## config.mk

```make
export PLATFORM = sky130hd
export DESIGN_NAME = arinc_tx
export DESIGN_NICKNAME = d
export VERILOG_FILES = /design/src/rtl/arinc_pkg.sv /design/src/rtl/arinc_baud.sv /design/src/rtl/arinc_tx.sv
export SDC_FILE = /design/constraint.sdc
export NUM_CORES = 1
export LEC_CHECK = 0
export CELL_PAD_IN_SITES_DETAIL_PLACEMENT = 1
export CELL_PAD_IN_SITES_GLOBAL_PLACEMENT = 1
export CORE_MARGIN = 2
export CORE_UTILIZATION = 30
export DETAILED_ROUTE_END_ITERATION = 10
export PLACE_DENSITY_LB_ADDON = 0.1
export SLEW_MARGIN = 5
export SYNTH_ARGS = -nofsm -noshare
export SYNTH_HDL_FRONTEND = slang
export SYNTH_SLANG_ARGS = --single-unit
```

## constraint.sdc

```tcl
create_clock -name CLK -period 2.2 [get_ports CLK]
set_input_delay 0.44 -clock CLK [delete_from_list [all_inputs] [get_ports CLK]]
set_output_delay 0.44 -clock CLK [all_outputs]
set_load 0.005 [all_outputs]
```

## src/rtl/arinc_pkg.sv

```systemverilog
// Shared definitions for the ARINC-style RZ word transmitter.
//   arinc_state_e : transmitter FSM states
//   VEL_*         : rate codes carried on the VEL input
//   RATE_*        : line rates in bit/s
//   half_cycles() : clock cycles per half-bit for a given clock and rate
package arinc_pkg;

    typedef enum logic [1:0] {
        ST_IDLE = 2'd0,
        ST_LOAD = 2'd1,
        ST_SEND = 2'd2,
        ST_GAP  = 2'd3
    } arinc_state_e;

    localparam logic [1:0] VEL_STOP = 2'b00;
    localparam logic [1:0] VEL_12K5 = 2'b01;
    localparam logic [1:0] VEL_50K  = 2'b10;
    localparam logic [1:0] VEL_100K = 2'b11;

    localparam int unsigned RATE_12K5 = 12_500;
    localparam int unsigned RATE_50K  = 50_000;
    localparam int unsigned RATE_100K = 100_000;

    // Truncating division: a clock that is not an exact multiple of the
    // rate simply runs slightly fast.
    function automatic int unsigned half_cycles(input int unsigned clk_hz,
                                                input int unsigned rate);
        return clk_hz / (2 * rate);
    endfunction

endpackage

```

## src/rtl/arinc_baud.sv

```systemverilog
// Half-bit timebase.
//   clk, srst : clock, synchronous active-high reset
//   restart   : force the count back to the start of a half-bit
//   run       : count while high, hold otherwise
//   vel       : latched rate code selecting the half-bit length
//   tick      : high on the last cycle of each half-bit
//   pre_tick  : high on the cycle before tick (lets the parent register
//               outputs that must coincide with tick)
// The clock must give at least two cycles per half-bit at the fastest rate
// for pre_tick to be meaningful.
module arinc_baud
    import arinc_pkg::*;
#(
    parameter int unsigned CLK_HZ = 50_000_000
) (
    input  logic       clk,
    input  logic       srst,
    input  logic       restart,
    input  logic       run,
    input  logic [1:0] vel,
    output logic       tick,
    output logic       pre_tick
);

    localparam int unsigned HALF_SLOW = half_cycles(CLK_HZ, RATE_12K5);
    localparam int unsigned HALF_MID  = half_cycles(CLK_HZ, RATE_50K);
    localparam int unsigned HALF_FAST = half_cycles(CLK_HZ, RATE_100K);
    localparam int unsigned CW        = $clog2(HALF_SLOW + 1);

    logic [CW-1:0] cnt_reg;
    logic [CW-1:0] cnt_next;
    logic [CW-1:0] last_cnt;

    always_comb begin
        case (vel)
            VEL_50K:  last_cnt = CW'(HALF_MID - 1);
            VEL_100K: last_cnt = CW'(HALF_FAST - 1);
            default:  last_cnt = CW'(HALF_SLOW - 1);
        endcase
    end

    // >= rather than == so a count can never run past the terminal value.
    assign tick     = run && (cnt_reg >= last_cnt);
    assign pre_tick = run && ((cnt_reg + CW'(1)) == last_cnt);

    always_comb begin
        cnt_next = cnt_reg;
        if (restart) begin
            cnt_next = '0;
        end else if (tick) begin
            cnt_next = '0;
        end else if (run) begin
            cnt_next = cnt_reg + CW'(1);
        end
    end

    always_ff @(posedge clk) begin
        if (srst) begin
            cnt_reg <= '0;
        end else begin
            cnt_reg <= cnt_next;
        end
    end

endmodule

```

## src/rtl/arinc_tx.sv

```systemverilog
// ARINC-style 32-bit return-to-zero word transmitter.
//   CLK, RST : clock, synchronous active-high reset
//   EN       : keep sending words while high
//   VEL      : rate code (00 stop, 01 12.5k, 10 50k, 11 100k)
//   ADR, DAT : label octet and 23-bit data field of the next word
//   TXP, TXN : RZ line pair; TXP pulses for '1', TXN for '0'
//   BUSY     : high from the load cycle to the end of the inter-word gap
//   DONE     : one-cycle pulse on the final cycle of the parity bit
// Line order: ADR[7..0], DAT[0..22], odd parity.
module arinc_tx
    import arinc_pkg::*;
#(
    parameter int unsigned CLK_HZ   = 50_000_000,
    parameter int unsigned GAP_BITS = 4
) (
    input  logic        CLK,
    input  logic        RST,
    input  logic        EN,
    input  logic [1:0]  VEL,
    input  logic [7:0]  ADR,
    input  logic [22:0] DAT,
    output logic        TXP,
    output logic        TXN,
    output logic        BUSY,
    output logic        DONE
);

    localparam int unsigned GAP_TICKS = 2 * GAP_BITS;
    localparam int unsigned GW        = $clog2(GAP_TICKS + 1);
    localparam logic [4:0]  LAST_BIT  = 5'd31;

    arinc_state_e  state_reg;
    logic [31:0]   word_reg;
    logic [31:0]   word_next;
    logic [22:0]   dat_rev;
    logic [1:0]    vel_reg;
    logic [4:0]    bit_cnt_reg;
    logic          half_reg;
    logic [GW-1:0] gap_cnt_reg;
    logic          txp_reg;
    logic          txn_reg;
    logic          done_reg;
    logic          tick;
    logic          pre_tick;
    logic          start_ok;
    logic          baud_run;
    logic          baud_restart;

    // Word is held in line order, MSB first, so bit n of the word on the
    // line is word_reg[31-n].
    genvar gi;
    generate
        for (gi = 0; gi < 23; gi++) begin : g_dat_rev
            assign dat_rev[22-gi] = DAT[gi];
        end
    endgenerate

    assign word_next = {ADR, dat_rev, ~^{ADR, DAT}};
    assign start_ok  = EN && (VEL != VEL_STOP);

    assign baud_run     = (state_reg == ST_SEND) || (state_reg == ST_GAP);
    assign baud_restart = !baud_run;

    arinc_baud #(
        .CLK_HZ(CLK_HZ)
    ) u_baud (
        .clk      (CLK),
        .srst     (RST),
        .restart  (baud_restart),
        .run      (baud_run),
        .vel      (vel_reg),
        .tick     (tick),
        .pre_tick (pre_tick)
    );

    always_ff @(posedge CLK) begin
        if (RST) begin
            state_reg   <= ST_IDLE;
            word_reg    <= '0;
            vel_reg     <= VEL_STOP;
            bit_cnt_reg <= '0;
            half_reg    <= 1'b0;
            gap_cnt_reg <= '0;
            txp_reg     <= 1'b0;
            txn_reg     <= 1'b0;
            done_reg    <= 1'b0;
        end else begin
            done_reg <= 1'b0;
            case (state_reg)
                ST_IDLE: begin
                    if (start_ok) begin
                        state_reg <= ST_LOAD;
                    end
                end
                ST_LOAD: begin
                    word_reg    <= word_next;
                    vel_reg     <= VEL;
                    bit_cnt_reg <= '0;
                    half_reg    <= 1'b0;
                    // First half of ADR[7] is driven in the very next cycle.
                    txp_reg     <= word_next[31];
                    txn_reg     <= ~word_next[31];
                    state_reg   <= ST_SEND;
                end
                ST_SEND: begin
                    // DONE is registered, so it is armed one cycle ahead of
                    // the final tick of the parity bit.
                    if (half_reg && (bit_cnt_reg == LAST_BIT) && pre_tick) begin
                        done_reg <= 1'b1;
                    end
                    if (tick) begin
                        if (!half_reg) begin
                            half_reg <= 1'b1;
                            txp_reg  <= 1'b0;
                            txn_reg  <= 1'b0;
                        end else if (bit_cnt_reg == LAST_BIT) begin
                            half_reg    <= 1'b0;
                            bit_cnt_reg <= '0;
                            gap_cnt_reg <= '0;
                            state_reg   <= ST_GAP;
                        end else begin
                            half_reg    <= 1'b0;
                            bit_cnt_reg <= bit_cnt_reg + 5'd1;
                            txp_reg     <= word_reg[5'd30 - bit_cnt_reg];
                            txn_reg     <= ~word_reg[5'd30 - bit_cnt_reg];
                        end
                    end
                end
                ST_GAP: begin
                    // The gap is counted in half-bits at the rate of the
                    // word that just finished.
                    if (tick) begin
                        if (gap_cnt_reg == GW'(GAP_TICKS - 1)) begin
                            gap_cnt_reg <= '0;
                            state_reg   <= start_ok ? ST_LOAD : ST_IDLE;
                        end else begin
                            gap_cnt_reg <= gap_cnt_reg + GW'(1);
                        end
                    end
                end
                default: begin
                    state_reg <= ST_IDLE;
                end
            endcase
        end
    end

    assign TXP  = txp_reg;
    assign TXN  = txn_reg;
    assign DONE = done_reg;
    assign BUSY = (state_reg != ST_IDLE);

endmodule

```

==> run summary, run 1 <==
status: completed
asr flop ratio synth: 0%
CORE AREA: 11,400 um2
first-pass GRT wire length: 16.0 mm
Synth Register Bits: 60
synth warn: 0
number of port buffers: 39
First DRT Iteration DRCs: 92
# DRC: 0
critical path arrival: 2360 ps
Critical Path RT: 2460 ps
endpoints failing setup: 0
hold crit path type: flip-flop to flip-flop
DR WL/cell: 16.0 um
Mapped Area: 3500 um2
CTS tree: built
initial antenna violation count: 0
Syn Area/Cell: 9.33 um2
Clock Skews: 5.18 ps
post-layout instance area: 4680 um2
top_reg_cell synth: dfxtp_1
Clock Root Buffer: clkbuf_16
drt via density: 5.08
clk buf depth: 2
commonest non-fill, non-tap cells in the layout: nor2_1, dfxtp_1, clkdlybuf4s50_1, buf_4, mux2i_1
vias in the first global route: 3,165
most common cell after layout, fill and taps aside: nor2_1
latest clock arrival within the worst-skew pair: 340 ps
placed inst area: 4280 um2
crit share post-route: 95.4%
Worst Setup Start Kind: flip-flop
worst slew pin tran: 567 ps
Max-Cap Viols: 0
power per cell area: 942 nW/um2
largest net degree at the start of global routing: 36
fillcell total: 1,327
Fin. Hold Viols: 0
post-synthesis sequential area ratio: 34.3%
post-synth cell types: 55
Die Ht: 112 um
EDFF count, synth: 0
fmax: 0.476 GHz
CTS Buf Count: 9
DIE WIDTH: 112 um
Post-Route WL: 9.49 mm
share of cells above drive strength 1: 20.1%
Final Net Count: 495
critical path class: flip-flop to flip-flop
Final ANT Viol Nets: 0
worst IR drop on VDD: 0.491 mV
Pleak: 0.00178 uW
syn_nets: 423
dpl hpwl: 7.04 mm
max reg flops: 32
fin. max-slew vios: 0
unrepaired setup endpoints after global routing: true
critical path peak fanout: 8
Vias: 3,025
Initial Util: 30.6%
DR pass1 iterations: 4
ANT cells: 0
GRT overflow: 0
I/O pin count: 40
Syn Inst Count: 375
crit path capture type: flip-flop
final core occ: 41.0%
Sink Count: 60
GP Congestion: 0.738
Final min period: 2100 ps
htree depth: 3
max_slew headroom: 62.2%
Tot GR Track Use: 16.2%
clk slew on worst S/H paths: 50 ps
die area: 12,500 um2
post-layout total power: 4410 uW
P&R area growth vs syn: 33.9%
FP Rows: 39
[worst paths after layout]
| check | startpoint | end | slack, ps | cells after the start |
|---|---|---|---|---|
| min reg2reg | word_reg[0]$_SDFFE_PP0N_ | word_reg[0]$_SDFFE_PP0N_ | 490 | 2 |
| max | u_baud.cnt_reg[1]$_SDFF_PP0_ | bit_cnt_reg[1]$_SDFFE_PP0P_ | 100 | 8 |
| min | word_reg[0]$_SDFFE_PP0N_ | word_reg[0]$_SDFFE_PP0N_ | 490 | 2 |
| max reg2reg | u_baud.cnt_reg[1]$_SDFF_PP0_ | bit_cnt_reg[1]$_SDFFE_PP0P_ | 100 | 8 |
[cells in the mapped netlist, types with 2 or more instances]
library cell,n,area share (%)
ha_1,12,4.3
mux4_1,10,7.5
buf_2,8,1.1
o21ai_0,14,2.0
nand3_1,6,0.86
nand3b_1,2,0.43
and3_1,3,0.54
xor2_1,9,2.3
a21o_1,2,0.43
or4_1,3,0.64
buf_4,2,0.43
a2111oi_0,3,0.75
inv_1,11,1.2
nor3b_1,3,0.64
buf_1,2,0.21
a311oi_1,2,0.50
a31o_2,2,0.50
mux2i_1,35,10
nor2_1,55,5.9
o21a_1,2,0.43
nand2b_1,5,0.89
nor3_1,8,1.1
or3_1,5,0.89
nor2b_1,3,0.54
clkbuf_1,7,0.75
o22ai_1,3,0.54
xnor2_1,34,8.5
nand2_1,16,1.7
nand4b_1,3,0.75
a21oi_1,20,2.9
dfxtp_1,60,34
o31ai_1,2,0.43
[routing by layer]
metal	vias to the layer above	track usage (%)	part of all wire (%)
met4	0	5.20	1.3
li1	1487	-	-
met3	12	4.79	3.4
met2	38	27.6	49
met5	-	0	0
met1	1488	19.7	47
[cell type report]
| cell class | instances | area [um2] | area share, % |
|---|---|---|---|
| clock buffer | 12 | 246 | 5.26 |
| inverter | 11 | 41.3 | 0.882 |
| tap | 143 | 179 | 3.82 |
| sequential | 60 | 1210 | 25.9 |
| multi-input combinational | 284 | 2210 | 47.1 |
| timing repair buffer | 81 | 724 | 15.5 |
| clock inverter | 4 | 72.6 | 1.55 |
[logic make-up (layout without fill, tap and decap cells)]
group / count (synthesis) / in the layout / share of synthesized area [%]
and+or+nand+nor: 117 / 117 / 16.1
AOI/OAI and AO/OA: 66 / 66 / 12.6
DFF: 60 / 60 / 34.3
muxes: 46 / 46 / 17.8
xor gates and xnor gates: 43 / 43 / 10.8
buffers and inverters: 31 / 108 / 4.04
adders and majority gates: 12 / 12 / 4.29
[through the flow]
step | setup WS, ps | hold slack, ps | cells | setup TNS [ps]
after detailed placement | -47.3 | 484 | 577 | -410
after global placement | -1.72 | 470 | 577 | -1.72
final | 101 | 489 | 595 | 0
after CTS | 8.57 | 495 | 593 | 0
after global routing | -1.69 | 520 | 595 | -1.82
after floorplan | 3.56 | 451 | 375 | 0
[critical path, cell delays in order (launching register included)]
cell and delay [ps]:
dfxtp_2 330, buf_4 130, ha_1 260, a21o_1 120, a21oi_2 60, o22a_2 230
o211a_4 280, or4b_1 470, a21oi_1 140
[report_power, final]
part	internal, uW	switching, uW
registers	1270	119
logic	738	752
clock network	1020	514
[timing repair]
item / CTS / global route
buffers inserted: 0 / 2
hold buffers: 0 / 0
pin swaps: 0 / 8
gates resized for setup: 7 / 28
endpoints found under the setup margin: 18 / 22
Note: power is estimated with default switching activity, not from simulation.
==> run 2, diff against run 1 <==
--- a/config.mk
+++ b/config.mk
@@ -10,8 +10,10 @@
 export CORE_MARGIN = 2
 export CORE_UTILIZATION = 30
 export DETAILED_ROUTE_END_ITERATION = 10
+export GPL_TIMING_DRIVEN = 0
 export PLACE_DENSITY_LB_ADDON = 0.1
 export SLEW_MARGIN = 5
 export SYNTH_ARGS = -nofsm -noshare
 export SYNTH_HDL_FRONTEND = slang
+export SYNTH_HIERARCHICAL = 1
 export SYNTH_SLANG_ARGS = --single-unit
==> run 2 against run 1 <==
Effect of this change: the flow now finishes with violations (setup timing); clock skew is essentially flat; first-iteration DRC count is 45% higher; highest routed layer unchanged; sequential power about the same; clock power is 5% lower; sequential share of layout area decreased by 0.39 points; critical path depth grew 4; largest cell class unchanged; routed wire length increased by 1.6%.
==> run summary, run 2 <==
ANT cells: 0 (unchanged)
fin. max-slew vios: 0 (unchanged)
post-synth cell types: 64 (+16%)
crit path buf inv count: 2 (+1)
most frequent cells after synthesis: nor2_1, dfxtp_1, mux2i_1
Post-Place Setup Slack: -691 ps (-644 ps)
top_reg_cell synth: dfxtp_1
Fin Setup TNS: -2920 ps (-2920 ps)
initial antenna violation count: 0 (unchanged)
critical path peak fanout: 6 (-2)
clk buf depth: 2 (unchanged)
Synth Register Bits: 60 (unchanged)
Pleak: 0.00174 uW (-2.3%)
DR WL/cell: 16.2 um (+1.4%)
crit share post-route: 115% (+19 points)
max incr delay on CP: 430 ps (-40 ps)
power per cell area: 937 nW/um2 (-0.57%)
I/O pin count: 40 (unchanged)
failing checks: setup timing
EDFF count, synth: 0 (unchanged)
number of port buffers: 39 (unchanged)
worst IR drop on VDD: 0.369 mV (-25%)
Tot GR Track Use: 16.3% (+0.13 points)
count leader, synth: nor2_1
max reg flops: 32 (unchanged)
dpl hpwl: 7.14 mm (+1.3%)
Fin. Hold Viols: 0 (unchanged)
hold crit path type: flip-flop to flip-flop
syn_nets: 436 (+3.1%)
DR pass1 iterations: 4 (unchanged)
GRT overflow: 0 (unchanged)
latest clock arrival within the worst-skew pair: 340 ps (about the same)
Hold Startpoint: word_reg[0]$_SDFFE_PP0P_
cell mode on critical path: a21oi_2
Max-Cap Viols: 0 (unchanged)
slowest stage cell, crit path: or4_4
DIE WIDTH: 113 um (+1.2%)
Syn Area/Cell: 9.25 um2 (-0.90%)
Initial Util: 31.0% (+0.38 points)
clk slew on worst S/H paths: 50 ps (about the same)
Die Ht: 113 um (+1.2%)
drt via density: 4.93 (-2.9%)
critical path arrival: 2790 ps (+430 ps)
asr flop ratio synth: 0% (unchanged)
crit path capture type: flip-flop
met1 Use GR: 23.1% (+3.4 points)
CTS tree: built
crit-path cells: buf_6 -> and2_4 -> ha_4 -> a21o_1 -> a21oi_2 -> o221ai_2 -> nand2_1 -> a31oi_4 -> inv_2 -> a211o_1 -> or4_4 -> a21oi_2
Synth top area share: 33.5% (-0.85 points)
Critical Path RT: 2470 ps (about the same)
Clock Skews: 5.21 ps (+0.0351 ps)
Area contributors post-synth: dfxtp_1, mux2i_1, xnor2_1, nor2_1, ha_1
final worst slack: -322 ps (-423 ps)
Syn Inst Count: 388 (+3.5%)
Mapped Area: 3590 um2 (+2.5%)
First DRT Iteration DRCs: 133 (+45%)
Post-Route WL: 9.65 mm (+1.6%)
P&R area growth vs syn: 31.3%
# DRC: 0 (unchanged)
Vias: 2,941 (-2.8%)
GP Congestion: 0.802 (+8.6%)
endpoints failing setup: 13 (+13)
first-pass GRT wire length: 16.0 mm (about the same)
FP Rows: 39 (unchanged)
Worst Setup SP: vel_reg[1]$_SDFFE_PP0P_
GR Util met3: 2.95% (-1.8 points)
post-layout total power: 4410 uW (about the same)
post-placement cell count: 570 (-1.2%)
critical path class: flip-flop to flip-flop
Top Usage Layer GRT: met2
max_slew headroom: 53.6% (-8.6 points)
Final min period: 2520 ps (+423 ps)
Clock Root Buffer: clkbuf_16
Sink Count: 60 (unchanged)
share of cells above drive strength 1: 19.6% (-0.49 points)
hold_buf cts: 0 (unchanged)
synth warn: 6 (+6)
die area: 12,800 um2 (+2.5%)
met2 GRT Util: 23.9% (-3.7 points)
fmax: 0.396 GHz (-17%)
CP delay by family, top: compound AO/OA/AOI/OAI gates
commonest non-fill, non-tap cells in the layout: dfxtp_1, nor2_1, mux2i_1, clkdlybuf4s50_1, xnor2_1
status: finished, violations left
number of non-filler instances in the completed layout: 596 (+0.17%)
Final ANT Viol Nets: 0 (unchanged)
CTS Buf Count: 9 (unchanged)
Worst Setup Start Kind: flip-flop
CORE AREA: 11,600 um2 (+1.3%)
post-synthesis sequential area ratio: 33.5% (-0.85 points)
Final Net Count: 496 (+0.20%)
vias in the first global route: 3,016 (-4.7%)
worst r2r src: vel_reg[1]$_SDFFE_PP0P_
unrepaired setup endpoints after global routing: true
largest net degree at the start of global routing: 12 (-67%)
worst slew pin tran: 689 ps (+122 ps)
Yosys top cell by area: dfxtp_1
htree depth: 3 (unchanged)
run 2: final timing paths:
| kind | end | slack, ps | cells past startpoint |
|---|---|---|---|
| min | word_reg[0]$_SDFFE_PP0P_ | 500 | 2 |
| max | gap_cnt_reg[3]$_SDFFE_PP0P_ | -320 | 12 |
| min reg2reg | word_reg[0]$_SDFFE_PP0P_ | 500 | 2 |
| max reg2reg | gap_cnt_reg[3]$_SDFFE_PP0P_ | -320 | 12 |
run 2: timing repair:
action | in CTS | in global routing
setup buffers | 10 | 3
cloned | 0 | 0
resized for setup | 18 | 21
pin swaps | 7 | 6
setup endpoints to repair | 26 | 25
run 2: cells by family after synthesis:
group | Yosys count | share of synthesized area, %
compound gates | 55 | 10.8
xor+xnor | 44 | 12.3
fa+ha+maj | 12 | 4.19
buf+inv | 34 | 4.50
flops | 60 | 33.5
mux | 49 | 15.8
simple gates | 134 | 18.9
run 2: routing by layer:
layer	part of all wire (%)	up-vias
li1	-	1472
met1	51	1424
met2	44	34
met3	2.7	11
met4	2.1	0
met5	0	-
run 2: stage by stage:
| step | cell area, um2 | utilization [%] | hold WS [ps] |
|---|---|---|---|
| after global placement | 4190 | 36.2 | 471 |
| after detailed placement | 4190 | 36.2 | 486 |
| after floorplan | 3620 | - | 452 |
| after global routing | 4710 | 40.7 | 531 |
| after CTS | 4610 | 39.9 | 502 |
| final | 4710 | 40.7 | 496 |
run 2: where the power goes:
| group | switching, uW | internal [uW] |
|---|---|---|
| clock network | 543 | 909 |
| registers | 110 | 1270 |
| logic | 810 | 775 |
run 2: cell type report:
cell class	instances	area, um2
fillers	1292	6850
multi-input cells	294	2360
repair buffers	52	499
flip-flops and latches	60	1200
inverters	10	40.0
clock inverters	5	61.3
well taps	143	179
clock buffers	11	243
plain buffers	21	129
run 2: worst reg2reg max path, stage by stage, from the launching register on:
cell and delay (ps):
dfxtp_2 330, buf_6 130, and2_4 150, ha_4 250, a21o_1 120, a21oi_2 70, o221ai_2 200, nand2_1 120
a31oi_4 200, inv_2 60, a211o_1 280, or4_4 430, a21oi_2 120
